## config.mk

```make
export PLATFORM = sky130hd
export DESIGN_NAME = module_barrido_teclado
export DESIGN_NICKNAME = d
export VERILOG_FILES = /design/src/rtl/module_barrido_teclado.sv
export SDC_FILE = /design/constraint.sdc
export NUM_CORES = 1
export LEC_CHECK = 0
export ABC_AREA = 1
export BUFFER_PORTS_ARGS = -buffer_cell sky130_fd_sc_hd__buf_2
export CELL_PAD_IN_SITES_DETAIL_PLACEMENT = 1
export CELL_PAD_IN_SITES_GLOBAL_PLACEMENT = 1
export CORE_AREA = 2 2 82 60
export DETAILED_ROUTE_END_ITERATION = 8
export DIE_AREA = 0 0 84 62
export MAX_ROUTING_LAYER = met4
export PLACE_DENSITY = 0.85
export SYNTH_ARGS = -nofsm -noshare
export SYNTH_HDL_FRONTEND = slang
export SYNTH_SLANG_ARGS = --single-unit
```

## constraint.sdc

```tcl
create_clock -name clk -period 1.8 [get_ports clk]
set_input_delay 0.09 -clock clk [delete_from_list [all_inputs] [get_ports clk]]
set_output_delay 0.09 -clock clk [all_outputs]
set_load 0.02 [all_outputs]
```

## src/rtl/module_barrido_teclado.sv

```systemverilog
// rtl/module_barrido_teclado.sv - 4x4 keypad column scanner with debounced press/release and hex key encoding
// Define KEY_REPEAT_EN to re-strobe tecla_valida every REPEAT_CYCLES while a key stays held.
module module_barrido_teclado #(
    parameter int SETTLE_CYCLES   = 4,
    parameter int DEBOUNCE_CYCLES = 8,
    parameter int REPEAT_CYCLES   = 1000
) (
    input  logic       clk,
    input  logic       rst,
    input  logic [3:0] fila,
    output logic [3:0] columna,
    output logic [3:0] tecla,
    output logic       tecla_valida,
    output logic       ocupado
);
    localparam int MAX_SD = (SETTLE_CYCLES > DEBOUNCE_CYCLES) ? SETTLE_CYCLES : DEBOUNCE_CYCLES;
    localparam int MAX_C  = (MAX_SD > REPEAT_CYCLES) ? MAX_SD : REPEAT_CYCLES;
    localparam int CW     = $clog2(MAX_C + 1);
    localparam logic [CW-1:0] SETTLE_LAST = CW'(SETTLE_CYCLES - 1);
    localparam logic [CW-1:0] DEB_LAST    = CW'(DEBOUNCE_CYCLES - 1);

    typedef enum logic [1:0] {
        SCAN,
        DEB_PRESS,
        HOLD
    } state_t;

    state_t        state;
    logic [3:0]    fila_m;
    logic [3:0]    fila_s;
    logic [1:0]    col_idx;
    logic [1:0]    row_idx;
    logic [1:0]    col_next;
    logic [1:0]    first_row;
    logic          row_bit;
    logic [CW-1:0] cnt;

`ifdef KEY_REPEAT_EN
    localparam logic [CW-1:0] REP_LAST = CW'(REPEAT_CYCLES - 1);
    logic [CW-1:0] rep_cnt;
`endif

    // Row-major key layout indexed by {row, column}.
    function automatic logic [3:0] key_code(input logic [1:0] r, input logic [1:0] c);
        logic [3:0] k;
        k = 4'h0;
        case ({r, c})
            4'h0: k = 4'h1;
            4'h1: k = 4'h2;
            4'h2: k = 4'h3;
            4'h3: k = 4'hA;
            4'h4: k = 4'h4;
            4'h5: k = 4'h5;
            4'h6: k = 4'h6;
            4'h7: k = 4'hB;
            4'h8: k = 4'h7;
            4'h9: k = 4'h8;
            4'hA: k = 4'h9;
            4'hB: k = 4'hC;
            4'hC: k = 4'hE;
            4'hD: k = 4'h0;
            4'hE: k = 4'hF;
            4'hF: k = 4'hD;
            default: k = 4'h0;
        endcase
        return k;
    endfunction

    always_comb begin
        first_row = 2'd0;
        if (fila_s[0])      first_row = 2'd0;
        else if (fila_s[1]) first_row = 2'd1;
        else if (fila_s[2]) first_row = 2'd2;
        else if (fila_s[3]) first_row = 2'd3;
    end

    assign row_bit  = fila_s[row_idx];
    assign col_next = col_idx + 2'd1;

    always_ff @(posedge clk) begin
        if (rst) begin
            fila_m       <= 4'b0;
            fila_s       <= 4'b0;
            state        <= SCAN;
            col_idx      <= 2'd0;
            row_idx      <= 2'd0;
            cnt          <= '0;
            columna      <= 4'b0001;
            tecla        <= 4'h0;
            tecla_valida <= 1'b0;
            ocupado      <= 1'b0;
`ifdef KEY_REPEAT_EN
            rep_cnt      <= '0;
`endif
        end else begin
            fila_m       <= fila;
            fila_s       <= fila_m;
            tecla_valida <= 1'b0;
            case (state)
                SCAN: begin
                    if (cnt == SETTLE_LAST) begin
                        cnt <= '0;
                        if (fila_s == 4'b0) begin
                            col_idx <= col_next;
                            columna <= 4'b0001 << col_next;
                        end else begin
                            row_idx <= first_row;
                            ocupado <= 1'b1;
                            state   <= DEB_PRESS;
                        end
                    end else begin
                        cnt <= cnt + 1'b1;
                    end
                end
                DEB_PRESS: begin
                    if (!row_bit) begin
                        ocupado <= 1'b0;
                        cnt     <= '0;
                        state   <= SCAN;
                    end else if (cnt == DEB_LAST) begin
                        cnt          <= '0;
                        tecla        <= key_code(row_idx, col_idx);
                        tecla_valida <= 1'b1;
                        state        <= HOLD;
`ifdef KEY_REPEAT_EN
                        rep_cnt      <= '0;
`endif
                    end else begin
                        cnt <= cnt + 1'b1;
                    end
                end
                HOLD: begin
                    // Any row activity on the held column restarts release qualification.
                    if (fila_s != 4'b0) begin
                        cnt <= '0;
                    end else if (cnt == DEB_LAST) begin
                        cnt     <= '0;
                        ocupado <= 1'b0;
                        col_idx <= col_next;
                        columna <= 4'b0001 << col_next;
                        state   <= SCAN;
                    end else begin
                        cnt <= cnt + 1'b1;
                    end
`ifdef KEY_REPEAT_EN
                    if (!row_bit) begin
                        rep_cnt <= '0;
                    end else if (rep_cnt == REP_LAST) begin
                        rep_cnt      <= '0;
                        tecla_valida <= 1'b1;
                    end else begin
                        rep_cnt <= rep_cnt + 1'b1;
                    end
`endif
                end
                default: begin
                    state <= SCAN;
                    cnt   <= '0;
                end
            endcase
        end
    end
endmodule
```

* Word level (Yosys, flattened, before mapping) *
Memories as Yosys holds them, arrays and structs flattened. A register that Yosys moved wholly into a read port is not among the register bits.
Cells that the tools add are included.

storage, ports and cells
  flip-flop bits (word level) = 30
  memory bits (read-only) = 64
  output and inout port bits = 10
  memories = 1

operators by class
  $add $sub $neg = 2
  $lt $le $gt $ge = 1
  equality and inequality tests = 11
  shifts and indexed selects = 1
  mux-type cells = 35
  bitwise gates (word level) = 3
  reduce and logical (&&, ||, !) cells = 11

memories
  memory           words  width  read ports  clocked after memory_dff  write ports  RTL line  text
  (no name shown)  16     4      1           1                         0            47        case ({r, c})

operators by type and width
  kind                   number
  $mux 10                4
  $pmux 10 s3            1
  $mux 2                 14
  $mux 4                 4
  $ne 2x2->1 const B     6
  $add 10x1->10 const B  1
  $eq 10x2->1 const B    1
  $eq 10x3->1 const B    1
  $reduce_and 5->1       2
  $pmux 4 s2             1
  $mux 1                 7
  $pmux 2 s3             1
  $reduce_and 3->1       2
  $reduce_and 6->1       1
  $logic_not 4->1        1
  $pmux 2 s2             1
  $reduce_bool 4->1      1
  $shl 1x2->4 const A    1
  $lt 2x3->1 const B     1
  $ne 3x3->1 const B     1
  $not 1->1              3
  $pmux 1 s3             1
  $reduce_bool 3->1      1
  $reduce_or 3->1        1
  6 further kinds        6

* Depth between registers and ports, before layout *
  depth in word-level cells = 5
  mapped depth = 12
  gate-level depth less buffers = 11

* Least setup slack after synthesis *
Ideal clock, no wire load.

  kind = register to register
  start point = reg cnt[0]
  end point = reg ocupado
  arrival = 1242 ps
  data required time = 1687 ps
  path slack = 445 ps
  stages on the path, launching flop included = 11
  buffers on the path = 0
  path through = dfxtp_1 ha_1 nand3_1 nor2_2 nand2_2 nand2_4 nand2_1 nor2_1 nand2_1 nand2_1 nor2_1

on the way
  longest elaborated chain between the ends = 3

ends and longest elaborated chain
  element                                            RTL line  text
  start, declared                                    36        logic [CW-1:0] cnt;
  start signal, assigned                             112       cnt <= cnt + 1'b1;
  start signal, assigned                             129       cnt <= cnt + 1'b1;
  start signal, assigned                             143       cnt <= cnt + 1'b1;
  $eq 10x3->1 / $eq 10x2->1 (equally long branches)  136, 101
  $ne 2x2->1 (no line)                               -
  $reduce_and 6->1 (no line) *                       -
  end signal, assigned                               108       ocupado <= 1'b1;
  end signal, assigned                               117       ocupado <= 1'b0;
  end signal, assigned                               138       ocupado <= 1'b0;
  end, declared                                      14        output logic ocupado

Every way passes the cells marked *; elsewhere a longest branch is shown, timed or not.
A chain may end at the register's enable or synchronous reset.

* Final worst setup path *
  start point = reg state[0]
  end point = reg state[1]

on the way
  longest elaborated chain between the ends = 3

ends and longest elaborated chain
  element                                                    RTL line  text
  start, declared                                            28        state_t state;
  start signal, assigned                                     84        state <= SCAN;
  start signal, assigned                                     109       state <= DEB_PRESS;
  start signal, assigned                                     119       state <= SCAN;
  $eq 2x1->1, or another cell as far along                   99        case (state)
  $ne 3x3->1 (no line) / $ne 2x2->1 (equally long branches)  -
  $reduce_and 5->1 (no line)                                 -

Several ways; a longest one is shown, not always the timed one.

==> impl_metrics.csv <==
group,metric,value,unit
run_status,status,"finished clean",
clock_network,cts_inserted_buffers,5,
grt,grt_max_degree,12,
setup_path,cp_top_family,"flip-flops",
grt,grt_pass1_vias,1362,
logic_synthesis,synth.distinct_cells,26,
placement,place_ws,0.231,ns
routing,viasPerCell,4.61,
clock_network,clock_path_buffers,2,
routing,totalWireLength,3650,um
placement,gp_congestion,0.783,
pwr,peakVddDrop,0.563,mV
logic_synthesis,synth_area,0.00173,mm^2
logic_synthesis,synth_seq_cells,34,
floorplanning,die_y,62,um
pwr,power_density,1310,mW/mm^2
routing,drc,0,
floorplanning,dieArea,0.00521,mm^2
grt,antenna_found_initial,0,
routing,antenna_left,0,
logic_synthesis,seq_area_frac_synth,39.4,%
clock_network,path_clk_slew,0.07,ns
logic_synthesis,yosys-top-cells-area,"dfxtp_1 (39%), nor2_1 (10%), nand2_1 (8.9%)",
routing,vias,1437,
logic_synthesis,synth-edff-count,0,
setup_path,cp-end-kind,"flip-flop",
timing,setup_viol,0,
timing,max_clock_freq,632,MHz
setup_path,cp.arrival,1.76,ns
floorplanning,ios,16,
setup_path,worstPathCellList,"inv_1 -> ha_1 -> nand2_1 -> nand2_1 -> inv_1 -> nand3_2 -> o21ai_0 -> nor2_1",
clock_network,clock_latency,0.29,ns
timing,slew_headroom,79.1,%
setup_path,slowest_delay,0.39,ns
cells_and_area,antenna_cells,0,
placement,place_inst,303,
logic_synthesis,synth-async-reset-ratio,0,%
routing,dr.pass1.iters,4,
grt,grt-ovfl-total,0,
setup_path,worstPathMaxFanout,5,
clock_network,cts_root_buf,"clkbuf_8",
clock_network,clock_sinks,34,
logic_synthesis,yosysTopAreaCell,"dfxtp_1",
grt,grt_pass1_wl,6120,um
setup_path,path_buf_inv,2,
cells_and_area,area_growth_syn_to_layout,14.1,%
timing,worst_slew_pin_slew,0.313,ns
placement,port_buffers,15,
placement,dp_hpwl,2880,um
cells_and_area,fin_cells,312,
clock_network,cts_setup_buffers,0,
logic_synthesis,synth.avg_cell_area,7.41,um^2
logic_synthesis,post-synth-top-count-cell,"nor2_1",
timing,rsz0062_at_grt,"no",
routing,drt_iter0_markers,59,
clock_network,cts_tree,"yes",
floorplanning,die_w,84,um
setup_path,critPathKind,"reg -> reg",
cells_and_area,final_core_util,43.4,%
logic_synthesis,synth_flop_cell,"dfxtp_1",
cells_and_area,final_layout_size_suffix_gt1_share,17.3,%
setup_path,cp-start-kind,"flip-flop",
timing,tns,0,ns
logic_synthesis,yosys_warnings,0,
setup_path,slowest_stage,"dfxtp_1",
timing,finalHoldViolCount,0,
logic_synthesis,yosysTopAreaCellShare,39.4,%
routing,wl_per_cell,11.7,um
floorplanning,start_util,38.0,%
clock_network,htreeDepth,2,
flow_run,drv_cap,0,
setup_path,critPathRequiredTime,1.98,ns
timing,period_needed,1.58,ns
cells_and_area,num-nets-final,272,
hold_path,hold_path.class,"in -> reg",
pwr,power.leakage,0.960,nW
floorplanning,rows,21,
floorplanning,coreArea,0.00455,mm^2
timing,post-route-period-util,87.9,%
logic_synthesis,syn-num-nets,251,
logic_synthesis,netlist_top_cells_count,"nor2_1 (47), nand2_1 (41), dfxtp_1 (34), inv_1 (34), o21ai_0 (13)",
grt,grt_util_all_layers,15.8,%
timing,timing.final.max_slew_violations,0,
logic_synthesis,synthCells,233,
timing,fin_ws,0.217,ns
timing,fin_skew,0.00306,ns
report_power, final:
part           leakage, nW  total, mW  internal (mW)  switching, mW
combinational        0.636      0.993          0.343          0.650
sequential           0.277      0.992          0.880          0.112
clock               0.0472      0.591          0.307          0.284
worst reg2reg max path, cell delays in order (launching register included):
cell and delay, ns:
dfxtp_1 0.39, inv_1 0.08, ha_1 0.30, nand2_1 0.12
nand2_1 0.08, inv_1 0.10, nand3_2 0.10, o21ai_0 0.22
nor2_1 0.07
repair_timing:
item / in CTS / in global routing
endpoints found under the setup margin: 0 / 0
hold buffers: 1 / 0
resized for setup: 0 / 0
hold endpoints to repair: 1 / 0
cell families after synthesis:
family                   after synthesis  share of synthesized area [%]
XOR/XNOR                               7                           3.55
AO/OA/AOI/OAI                         21                           6.38
flip-flops                            34                           39.4
buffers and inverters                 40                           9.06
adder cells (fa/ha/maj)               12                           8.70
multiplexers                           1                          0.580
AND/OR/NAND/NOR                      118                           32.3
metrics by stage:
stage / total power, mW / area, um^2 / hold WS [ns]
CTS: 2.61 / 1970 / 0.00372
detailed placement: 2.00 / 1870 / 0.300
global route: 2.81 / 1970 / 0.00865
global placement: 1.96 / 1870 / 0.291
floorplan: 1.74 / 1730 / 0.197
finish: 2.58 / 1970 / 0.00924
area by class of cell:
type | instances | area, um^2
sequential | 34 | 681
clock inverter | 2 | 12.5
timing repair buffer | 17 | 92.6
fill | 605 | 2570
inverter | 37 | 141
multi-input combinational | 159 | 890
tap | 57 | 71.3
clock buffer | 6 | 82.6
path summary, 6_finish.rpt:
check / slack (ns) / depth (start not counted) / end / from
max: 0.22 / 8 / state[1] / state[0]
max reg2reg: 0.22 / 8 / state[1] / state[0]
min reg2reg: 0.40 / 2 / fila_s[2] / fila_m[2]
min: 0.009 / 3 / fila_m[0] / fila[0]
sequential cells by signal, indices dropped and copies added, names as in the netlist:
register / flops
col_idx: 2
ocupado: 1
cnt: 10
tecla: 4
fila_m: 4
row_idx: 2
columna: 4
state: 2
fila_s: 4
tecla_valida: 1
cell usage in the layout (no fill, tap or decap), types with 5 or more instances in the layout:
master / n
dfxtp_1: 34
a21oi_1: 7
xor2_1: 5
o21ai_0: 13
ha_1: 12
nor2_1: 47
clkbuf_8: 6
inv_1: 34
nand3_1: 10
buf_2: 15
nand2_1: 41
routing by layer:
metal,track usage [%],share of wire (%),wire length [um]
met1,20.1,52,1890
met2,23.2,43,1570
met3,4.76,3.5,126
met4,7.60,1.7,61
met5,-,0,0
Note: power is estimated with default switching activity, not from simulation.
